## src/rtl/wb_port_scheduler.sv

```systemverilog
// rtl/wb_port_scheduler.sv - shared result-bus writeback scheduler with reservation map and starvation override
module wb_port_scheduler #(
    parameter int NUM_REQ    = 4,
    parameter int MAX_LAT    = 8,
    parameter int LAT_W      = 5,
    parameter int STARVE_MAX = 7
) (
    input  logic                       clk,
    input  logic                       rst,
    input  logic                       IN_stall,
    input  logic                       IN_flush,
    input  logic [NUM_REQ-1:0]         IN_req,
    input  logic [NUM_REQ*LAT_W-1:0]   IN_reqLat,
    output logic [NUM_REQ-1:0]         OUT_grant,
    output logic [MAX_LAT:0]           OUT_wbBusy,
    output logic                       OUT_wbValid,
    output logic [NUM_REQ-1:0]         OUT_starved
);

    localparam int CW = $clog2(STARVE_MAX + 1);
    localparam int PW = (NUM_REQ > 1) ? $clog2(NUM_REQ) : 1;
    localparam int EW = 1 << LAT_W;

    logic [MAX_LAT:0]    wb_map;
    logic [MAX_LAT:0]    wb_map_nxt;
    logic [PW-1:0]       ptr;
    logic [PW-1:0]       ptr_nxt;
    logic [CW-1:0]       cnt [NUM_REQ];

    logic [NUM_REQ-1:0]  eligible;
    logic [NUM_REQ-1:0]  starved;
    logic [NUM_REQ-1:0]  grant;
    logic [EW-1:0]       map_ext;
    logic [EW-1:0]       claim;
    logic [LAT_W-1:0]    lat_i;
    logic [LAT_W-1:0]    lat_k;
    logic [PW-1:0]       idx;
    logic                pick;

    always_comb begin
        // Zero-extended map lets any latency value index safely; range is checked via eligible.
        map_ext  = EW'(wb_map);
        claim    = '0;
        grant    = '0;
        ptr_nxt  = ptr;
        lat_i    = '0;
        lat_k    = '0;
        idx      = '0;
        pick     = 1'b0;
        for (int i = 0; i < NUM_REQ; i++) begin
            lat_i       = IN_reqLat[i*LAT_W +: LAT_W];
            starved[i]  = (cnt[i] == CW'(STARVE_MAX));
            eligible[i] = IN_req[i] && (lat_i >= LAT_W'(1)) && (lat_i <= LAT_W'(MAX_LAT))
                          && !IN_stall && !IN_flush && rst;
        end
        // Pass one: starved requesters by index; pass two: the rest round-robin from ptr.
        for (int k = 0; k < 2 * NUM_REQ; k++) begin
            if (k < NUM_REQ) begin
                idx  = PW'(k);
                pick = starved[idx];
            end else begin
                idx  = PW'((int'(ptr) + k - NUM_REQ) % NUM_REQ);
                pick = !starved[idx];
            end
            lat_k = IN_reqLat[idx*LAT_W +: LAT_W];
            if (pick && eligible[idx] && !map_ext[lat_k] && !claim[lat_k]) begin
                grant[idx]   = 1'b1;
                claim[lat_k] = 1'b1;
                if (k >= NUM_REQ)
                    ptr_nxt = PW'((int'(idx) + 1) % NUM_REQ);
            end
        end
        wb_map_nxt = {1'b0, wb_map[MAX_LAT:1]} | claim[MAX_LAT+1:1];
    end

    always_ff @(posedge clk or negedge rst) begin
        if (!rst) begin
            wb_map <= '0;
            ptr    <= '0;
            for (int i = 0; i < NUM_REQ; i++)
                cnt[i] <= '0;
        end else begin
            wb_map <= wb_map_nxt;
            ptr    <= ptr_nxt;
            for (int i = 0; i < NUM_REQ; i++) begin
                if (IN_flush || grant[i])
                    cnt[i] <= '0;
                else if (eligible[i] && !starved[i])
                    cnt[i] <= cnt[i] + CW'(1);
            end
        end
    end

    assign OUT_grant   = grant;
    assign OUT_wbBusy  = wb_map;
    assign OUT_wbValid = wb_map[0];
    assign OUT_starved = starved;

endmodule

```

## config.mk

```make
export PLATFORM = sky130hd
export DESIGN_NAME = wb_port_scheduler
export DESIGN_NICKNAME = d
export VERILOG_FILES = /design/src/rtl/wb_port_scheduler.sv
export SDC_FILE = /design/constraint.sdc
export NUM_CORES = 1
export LEC_CHECK = 0
export CAP_MARGIN = 25
export CORE_UTILIZATION = 30
export CTS_CLUSTER_SIZE = 25
export DETAILED_ROUTE_END_ITERATION = 8
export PLACE_DENSITY = 0.49
export RECOVER_POWER = 100
export SYNTH_ARGS = -nofsm -noshare
export SYNTH_HDL_FRONTEND = slang
export SYNTH_SLANG_ARGS = --single-unit
```

## constraint.sdc

```tcl
create_clock -name clk -period 22.8 [get_ports clk]
set_clock_uncertainty 0.2 [all_clocks]
set_input_delay 4.56 -clock clk [delete_from_list [all_inputs] [get_ports clk]]
set_output_delay 4.56 -clock clk [all_outputs]
set_load 0.01 [all_outputs]
```

==> metrics.txt, run 1 <==
Net Count, Synth=694; GPL Wtd Cong=0.941; CTS tree=done; Hold Worst Slack=0.399 ns; critical path's top delay family=compound AO/OA/AOI/OAI gates; initial core utilization=31.0%; maximum VDD drop=0.0653 mV; yosys warns=0; max cap viols=1; syn avg cell area=8.27 um^2; CP required=18.04 ns; status=finished with violations; postcts setup bufs=0; post-route setup TNS=0 ns; WS Path Type=in -> out; drt first-iter violations=883; Seq/Total Area, Yosys=10.6%; via count=6,138; critical path endpoint category=output pin; Compound-Gate Fraction of Synth Area=31.6%; routed length per instance=26.2 um; minimum clock period=18.67 ns; number of diodes=0; final hold vios=0; ys flop type=dfrtp_1; DIE HEIGHT=136 um; CTS buffer count=3; largest family of logic cells by synthesized area=compound AO/OA/AOI/OAI gates; Clock transition at path regs=0.06 ns; Mapped Cells=654; failing checks=max-capacitance violations, max-slew violations; TritonRoute pass-1 iters=6; first-pass GRT wire length=35,500 um; Overflow after GRT=0; DPL Wire Length=17,400 um; Final period util=81.9%; relative slew slack=-17.1%; dpl cells=884; Final #Nets=704; Final ANT Viol Nets=0; simple-gate area share of the yosys netlist=27.1%; Slew @ Worst Pin=1.71 ns; mux cell area share after synthesis=18.0%; total die area=0.0186 mm^2; HP Class=reg -> reg; Die W=136 um; Fmax=53.6 MHz; vias per std cell=6.91; XOR/XNOR share of the synthesized area=4.21%; Mapped Area=0.00541 mm^2; final worst slack=4.13 ns; EDFF count, synth=0; FF+latch count, synth=23; vias in the first global route=5,896; Placement Setup Slack=6.99 ns; post-CTS resize count=0; slowest stage delay, CP=1.47 ns; async set-reset flop share out of synthesis=100%; worst path arrival time=13.91 ns; post-synthesis adder-cell area fraction=2.77%; htree depth=1; leak pwr=2.13 nW; Core Area=0.0175 mm^2; Max Root-Sink Buffers=2; I/O pin cnt=46; CP bufs+invs=3; Post-Layout Cell Count=888; placed cell areas=0.00602 mm^2; overall routing resource usage=25.4%; layout cells sized above 1=12.1%; CP max FO=25; drt drc=0; Final setup viols=0; CP cell instances=dlygate4sd3_1, clkbuf_1, or3b_1, a311oi_1, and4_1, a21o_1, o21ai_0, o31a_4, nor4_1, o31ai_1, a2111oi_0, a31oi_1, a211oi_1, o21a_2, o311ai_0, and2_0, a21o_1, dlygate4sd3_1; Slew Limit Fails=8; Rows=48; IO buf count=45; CTS root buf=clkbuf_16; CTS Hold Bufs=0; clk_lat worst skew=0.26 ns; Critical Path Source Type=input port; area grow syn2layout=11.2%; cell area power density=105 mW/mm^2; largest net degree at the start of global routing=37; post-synth cell types=98; slowest stage cell on the critical path=a2111oi_0; initial antenna violation count=0; clock sinks=23; drt total wl=23,200 um; post-route cell area=0.00602 mm^2; setup repair after global routing missed its margin=false
==> worst register-to-register path: stages, from the launching register on <==
cell and delay, ns:
dfrtp_1 0.32, buf_4 0.42, inv_1 0.42, ha_1 0.85, mux4_2 0.58, mux4_2 0.55
a22oi_1 0.27, o311ai_0 0.20, clkdlybuf4s15_2 0.30, a21oi_1 0.32, nand4_2 0.20, a2111oi_0 1.41
a31oi_1 0.23, a211oi_1 0.39, o21a_2 0.17, o311ai_0 0.25, and2_0 0.63, a2111oi_0 0.62
==> where the power goes <==
| part | leakage [nW] | switching, W | internal, W | total, W |
|---|---|---|---|---|
| logic | 1.80 | 0.000313 | 0.000207 | 0.000520 |
| clock network | 0.0382 | 0.0000143 | 0.0000239 | 0.0000382 |
| registers | 0.294 | 0.0000253 | 0.0000483 | 0.0000736 |
| total | 2.13 | 0.000353 | 0.000279 | 0.000632 |
==> Yosys cell counts, types with 7 or more instances <==
cell type	n	share of area, %
a2111oi_1	9	1.7
a21o_1	9	1.2
a21oi_1	19	1.8
a311oi_1	8	1.3
a31oi_1	11	1.3
and2_1	7	0.81
buf_1	8	0.55
buf_2	7	0.65
clkbuf_1	35	2.4
dfrtp_1	23	11
ha_1	12	2.8
inv_1	15	1.0
mux2i_1	14	2.6
mux4_2	35	15
nand2_1	52	3.6
nand2b_1	11	1.3
nand3_1	24	2.2
nand4_1	10	1.2
nor2_1	50	3.5
nor2b_1	14	1.6
nor3_1	21	1.9
nor3b_1	11	1.5
nor4_1	14	1.6
o211ai_1	9	1.2
o21ai_0	21	1.9
o31ai_1	12	1.7
or4_1	7	0.97
xnor2_1	16	2.6
xor2_1	10	1.6
==> layer usage <==
layer | routed length (um) | share of wire (%) | global-route usage (%)
met1 | 9740 | 42 | 34.7
met2 | 10500 | 45 | 40.2
met3 | 1990 | 8.6 | 2.91
met4 | 982 | 4.2 | 10.8
met5 | 0 | 0 | 0
==> layout by cell type (no fill, tap or decap), drive strengths merged, types with 12 or more instances in the layout <==
cell,netlist,final
dfrtp,23,23
nand3,24,24
buf,20,13
clkdlybuf4s50,0,26
o31ai,13,13
ha,12,12
a21oi,20,20
o21ai,23,23
nor2b,14,14
a2111oi,17,17
nor2,50,50
nor4,16,16
dlygate4sd3,0,19
xnor2,16,16
nand2,52,52
mux2i,14,14
nor3,21,21
inv,15,15
a31oi,12,12
mux4,35,35
==> cell families after synthesis <==
kind of cell               after synthesis
DFF                                     23
buffers and inverters                   71
muxes                                   53
adders and majority gates               12
AOI/OAI and AO/OA                      204
xor gates and xnor gates                26
other                                    1
and+or+nand+nor                        264
==> per-stage QoR <==
step / total power [W] / utilization [%]
floorplan: 0.000447 / -
global placement: 0.000600 / 34.4
detailed placement: 0.000601 / 34.4
CTS: 0.000642 / 34.9
global route: 0.000675 / 34.4
finish: 0.000632 / 34.4
==> path summary, 6_finish.rpt <==
path                         from             to  cells past startpoint  slack (ns)
min in group asynchronous     rst  OUT_wbBusy[4]                      2        4.94
hold reg to reg            cnt[0]         cnt[0]                      2        0.40
hold / removal             cnt[0]         cnt[0]                      2        0.40
setup / recovery              rst   OUT_grant[1]                     18        4.13
setup reg to reg           ptr[0]         cnt[5]                     17       14.34
max in group asynchronous     rst         cnt[1]                      2       16.66
==> registers in the layout (all words and copies together), names as in the netlist <==
| name | flops |
|---|---|
| OUT_wbBusy | 9 |
| cnt | 12 |
| ptr | 2 |
==> final cells by class <==
class	count	area, um^2
Clock buffer	4	78.8
Fill cell	1830	11500
Multi-Input combinational cell	560	4460
Timing Repair Buffer	60	563
Tap cell	225	282
Sequential cell	23	576
Inverter	16	60.1
Note: power is estimated with default switching activity, not from simulation.
==> run 2, diff against run 1 <==
--- a/config.mk
+++ b/config.mk
@@ -9,7 +9,7 @@
 export CORE_UTILIZATION = 30
 export CTS_CLUSTER_SIZE = 25
 export DETAILED_ROUTE_END_ITERATION = 8
-export PLACE_DENSITY = 0.49
+export PLACE_DENSITY = 0.51
 export RECOVER_POWER = 100
 export SYNTH_ARGS = -nofsm -noshare
 export SYNTH_HDL_FRONTEND = slang
==> constraint.sdc (replaced) <==
create_clock -name clk -period 16.94 [get_ports clk]
set_clock_uncertainty 0.2 [all_clocks]
set_input_delay 3.388 -clock clk [delete_from_list [all_inputs] [get_ports clk]]
set_output_delay 3.388 -clock clk [all_outputs]
set_load 0.01 [all_outputs]
==> metrics.txt, run 2 (synthesis results as in run 1) <==
status=complete, no violations; max reg flops=12 (unchanged); final worst slack=2.00 ns (-2.13 ns); total die area=0.0186 mm^2 (unchanged); initial antenna violation count=0 (unchanged); Rows=48 (unchanged); Hold Worst Slack=0.390 ns (-0.00846 ns); post-route setup TNS=0 ns (unchanged); drt total wl=23,100 um (-0.68%); worst path arrival time=11.35 ns (-2.56 ns); r2r worst-path depth=17 (unchanged); CP endpoint=OUT_grant[2]; slowest stage cell on the critical path=clkbuf_1; setup repair after global routing missed its margin=false; CTS tree=done; Slew Limit Fails=0 (-8); GPL Wtd Cong=1.00 (+6.5%); Slew @ Worst Pin=1.36 ns (-0.352 ns); commonest cells after routing, fill and taps aside=nand2_1, nor2_1, mux4_2, clkdlybuf4s50_1, nand3_1; Critical R2R Launch=ptr[0]; Critical Path Source Type=input port; I/O pin cnt=46 (unchanged); Final ANT Viol Nets=0 (unchanged); drt first-iter violations=877 (-0.68%); CTS Hold Bufs=0 (unchanged); area used by multi-input combinational logic=0.00451 mm^2 (+1.2%); DIE HEIGHT=136 um (unchanged); CP bufs+invs=3 (unchanged); crit path launch=rst; maximum VDD drop=0.0720 mV (+10%); leak pwr=2.12 nW (-0.22%); post-CTS resize count=0 (unchanged); TritonRoute pass-1 iters=5 (-1); Core Area=0.0175 mm^2 (unchanged); vias in the first global route=5,773 (-2.1%); critical path endpoint category=output pin; Final #Nets=701 (-0.43%); minimum clock period=14.94 ns; Max Root-Sink Buffers=2 (unchanged); Final setup viols=0 (unchanged); initial core utilization=31.0% (unchanged); max cap viols=0 (-1); clock sinks=23 (unchanged); htree depth=1 (unchanged); number of diodes=0 (unchanged); slowest stage delay, CP=0.99 ns (-0.48 ns); most common cell after layout, fill and taps aside=nand2_1; CP cell instances=dlygate4sd3_1, clkbuf_1, or3b_1, a311oi_1, and4_1, o21ai_0, a311o_1, o31a_4, nor4_4, o31ai_2, a2111oi_0, nor2_1, a311o_1, o211a_1, o311ai_4, and2_4, a21o_1, dlygate4sd3_1; Crit. path cell count=18 (unchanged); CP required=13.35 ns (-4.69 ns); relative slew slack=9.29% (+26 points); postcts setup bufs=0 (unchanged); drt drc=0 (unchanged); CTS buffer count=3 (unchanged); critical path's top delay family=compound AO/OA/AOI/OAI gates; cell area power density=144 mW/mm^2 (+37%); Overflow after GRT=0 (unchanged); via count=6,167 (+0.47%); vias per std cell=6.97 (+0.81%); CTS root buf=clkbuf_16; overall routing resource usage=24.7% (-0.68 points); WS Path Type=in -> out; largest net degree at the start of global routing=37 (unchanged); clk_lat worst skew=0.26 ns (about the same); Final period util=88.2%; first-pass GRT wire length=34,900 um (-1.8%); Clock transition at path regs=0.06 ns (about the same); HP Class=reg -> reg; routed length per instance=26.1 um (-0.34%); Min-Delay Startpoint=cnt[0]; final hold vios=0 (unchanged); CP max FO=25 (unchanged); # fillers=1,800 (-1.6%); reg-to-reg slack, setup=9.99 ns (-4.35 ns); FF+latch area=576 um^2 (unchanged); end of the worst register-to-register path=cnt[8]; Die W=136 um (unchanged); area grow syn2layout=12.1%; Fmax=66.9 MHz; Most flops, register=cnt; DPL Wire Length=17,500 um (+0.51%); IO buf count=45 (unchanged); layout cells sized above 1=12.3% (+0.21 points); Placement Setup Slack=3.29 ns (-3.69 ns)
==> run 2: per-layer routing <==
| layer | global-route usage (%) | wire length, um |
|---|---|---|
| met4 | 8.70 | 693 |
| met2 | 40.6 | 10800 |
| met1 | 33.4 | 9740 |
| met3 | 2.50 | 1890 |
| met5 | 0 | 0 |
==> run 2: power breakdown <==
part | internal, W | switching, W | total, W
Clock | 0.0000321 | 0.0000189 | 0.0000511
Sequential | 0.0000650 | 0.0000350 | 0.000100
Combinational | 0.000285 | 0.000438 | 0.000723
==> run 2: worst min-delay path by stage <==
stage / end / cells past startpoint
2_1_floorplan: cnt[0] / 2
4_1_cts: cnt[0] / 2
6_report: cnt[0] / 2
3_3_place_gp: cnt[0] / 2
3_5_place_dp: cnt[0] / 2
5_1_grt: cnt[0] / 2
==> run 2: worst reg2reg max path: cells and delay by family (launching register included) <==
family	cells	cell delay (ns)
DFF	1	0.32
and+or+nand+nor	3	0.75
muxes	2	1.16
AOI/OAI and AO/OA	8	2.38
buffers and inverters	3	1.14
adders and majority gates	1	0.86
==> run 2: area by class of cell <==
cell class	instances	share of cell area, %
Multi-Input combinational cell	560	74.4
Sequential cell	23	9.49
Clock buffer	4	1.30
Timing Repair Buffer	57	9.20
Inverter	16	0.990
Tap cell	225	4.64
==> run 2: stage by stage <==
stage	instances	total power [W]	util, %	cell area [um^2]
global placement	879	0.000807	34.2	5980
finish	885	0.000874	34.7	6060
detailed placement	880	0.000811	34.3	5990
CTS	884	0.000867	34.7	6070
global route	885	0.000923	34.7	6060
floorplan	654	0.000602	-	5410
==> run 3, diff against run 2 <==
--- a/config.mk
+++ b/config.mk
@@ -6,10 +6,11 @@
 export NUM_CORES = 1
 export LEC_CHECK = 0
 export CAP_MARGIN = 25
+export CORE_ASPECT_RATIO = 0.6
 export CORE_UTILIZATION = 30
 export CTS_CLUSTER_SIZE = 25
 export DETAILED_ROUTE_END_ITERATION = 8
-export PLACE_DENSITY = 0.51
+export PLACE_DENSITY = 0.49
 export RECOVER_POWER = 100
 export SYNTH_ARGS = -nofsm -noshare
 export SYNTH_HDL_FRONTEND = slang
==> constraint.sdc (replaced) <==
create_clock -name clk -period 17.4 [get_ports clk]
set_clock_uncertainty 0.2 [all_clocks]
set_input_delay 3.48 -clock clk [delete_from_list [all_inputs] [get_ports clk]]
set_output_delay 3.48 -clock clk [all_outputs]
set_load 0.01 [all_outputs]
==> metrics.txt, run 3 (synthesis results as in run 1) <==
CTS root buf=clkbuf_16; total die area=0.0186 mm^2 (about the same); Final #Nets=705 (+0.57%); CTS tree=done; I/O pin cnt=46 (unchanged); TritonRoute pass-1 iters=8 (+3); drt drc=0 (unchanged); overall power=0.000857 W (-2.0%); Most flops, register=cnt; Rows=37 (-23%); relative slew slack=4.38% (-4.9 points); WS Path Type=in -> out; Core Area=0.0174 mm^2 (-0.40%); vias per std cell=6.84 (-1.8%); worst path arrival time=11.43 ns (+0.08 ns); first-pass GRT wire length=36,400 um (+4.3%); cell area power density=140 mW/mm^2 (-2.7%); leak pwr=2.15 nW (+1.1%); Die W=175 um (+29%); initial core utilization=31.1% (+0.12 points); clk_lat worst skew=0.27 ns (about the same); minimum clock period=15.11 ns; CTS buffer count=3 (unchanged); drt total wl=24,200 um (+5.0%); final hold vios=0 (unchanged); overall routing resource usage=26.0% (+1.3 points); area grow syn2layout=12.9%; Fmax=66.2 MHz; routed length per instance=26.9 um (+3.3%); CP max FO=25 (unchanged); clock sinks=23 (unchanged); max cap viols=0 (unchanged); DPL Wire Length=18,600 um (+6.4%); most common cell after layout, fill and taps aside=nand2_1; CP required=13.72 ns (+0.37 ns); final core utilization=35.1% (+0.38 points); initial antenna violation count=0 (unchanged); post-route setup TNS=0 ns (unchanged); IO buf count=45 (unchanged); layout cells sized above 1=12.7% (+0.38 points); commonest cells after routing, fill and taps aside=nand2_1, nor2_1, mux4_2, clkdlybuf4s50_1, nand3_1; postcts setup bufs=0 (unchanged); drt first-iter violations=1,020 (+16%); vias in the first global route=5,601 (-3.0%); largest net degree at the start of global routing=37 (unchanged); Max Root-Sink Buffers=2 (unchanged); post-CTS resize count=0 (unchanged); CTS Hold Bufs=0 (unchanged); max reg flops=12 (unchanged); status=complete, no violations; maximum VDD drop=0.0576 mV (-20%); Slew Limit Fails=0 (unchanged); via count=6,153 (-0.23%); Final ANT Viol Nets=0 (unchanged); critical path endpoint category=output pin; Slew @ Worst Pin=1.43 ns (+0.0736 ns); DIE HEIGHT=106 um (-22%); # fillers=1,824 (+1.3%); Final period util=86.8%; Final setup viols=0 (unchanged); Clock transition at path regs=0.07 ns (about the same); HP Class=reg -> reg; Critical Path Source Type=input port; Overflow after GRT=0 (unchanged); htree depth=1 (unchanged); setup repair after global routing missed its margin=false; GPL Wtd Cong=0.994 (-0.75%)
-- run 3: worst paths after layout --
check / slack, ns / to / start / cells after the start
hold / removal: 0.40 / cnt[0] / cnt[0] / 2
setup reg to reg: 10.54 / cnt[4] / ptr[0] / 15
hold reg to reg: 0.40 / cnt[0] / cnt[0] / 2
min in group asynchronous: 3.88 / cnt[1] / rst / 2
max in group asynchronous: 12.28 / ptr[0] / rst / 2
setup / recovery: 2.29 / OUT_grant[2] / rst / 18
-- run 3: per-stage QoR --
stage	hold slack, ns	area, um^2	std cells	worst slack (ns)
2_1_floorplan	0.345	5410	654	6.00
3_3_place_gp	0.376	6020	892	3.95
3_5_place_dp	0.376	6030	893	3.73
4_1_cts	0.390	6110	897	3.72
5_1_grt	0.442	6100	898	1.67
6_report	0.396	6110	899	2.29
-- run 3: report_power, final --
part	internal (W)	switching, W	total [W]	leakage (nW)
Sequential	0.0000633	0.0000307	0.0000940	0.294
Clock	0.0000310	0.0000214	0.0000524	0.0409
Combinational	0.000278	0.000433	0.000710	1.81
Total	0.000372	0.000485	0.000857	2.15
-- run 3: final cells by class --
type | instances | area, um^2 | area share (%)
Multi-Input combinational cell | 560 | 4510 | 73.8
Timing Repair Buffer | 61 | 591 | 9.67
Sequential cell | 23 | 576 | 9.42
Tap cell | 234 | 293 | 4.79
Clock buffer | 3 | 75.1 | 1.23
Inverter | 16 | 60.1 | 0.983
Clock inverter | 1 | 5.00 | 0.0820
Antenna cell | 1 | 2.50 | 0.0410
-- run 3: worst max-delay path, cell delays in order --
cell and delay [ns]:
dlygate4sd3_1 0.52, clkbuf_1 1.04, or3b_1 0.54, a311oi_1 0.40, and4_1 0.48, o21ai_0 0.59, a221oi_1 1.05, a22o_1 0.40
a21oi_1 0.15, o31ai_2 0.47, a2111oi_4 0.18, a21bo_2 0.26, a311o_1 0.27, o211a_1 0.16, o311ai_4 0.28, and2_4 0.36
a21o_1 0.16, dlygate4sd3_1 0.61
-- run 3: layer usage --
metal | up-vias | track usage [%] | part of all wire, %
li1 | 2666 | - | -
met1 | 2998 | 39.8 | 47
met2 | 459 | 33.5 | 38
met3 | 30 | 10.4 | 14
met4 | 0 | 3.11 | 1.1
met5 | - | 0 | 0
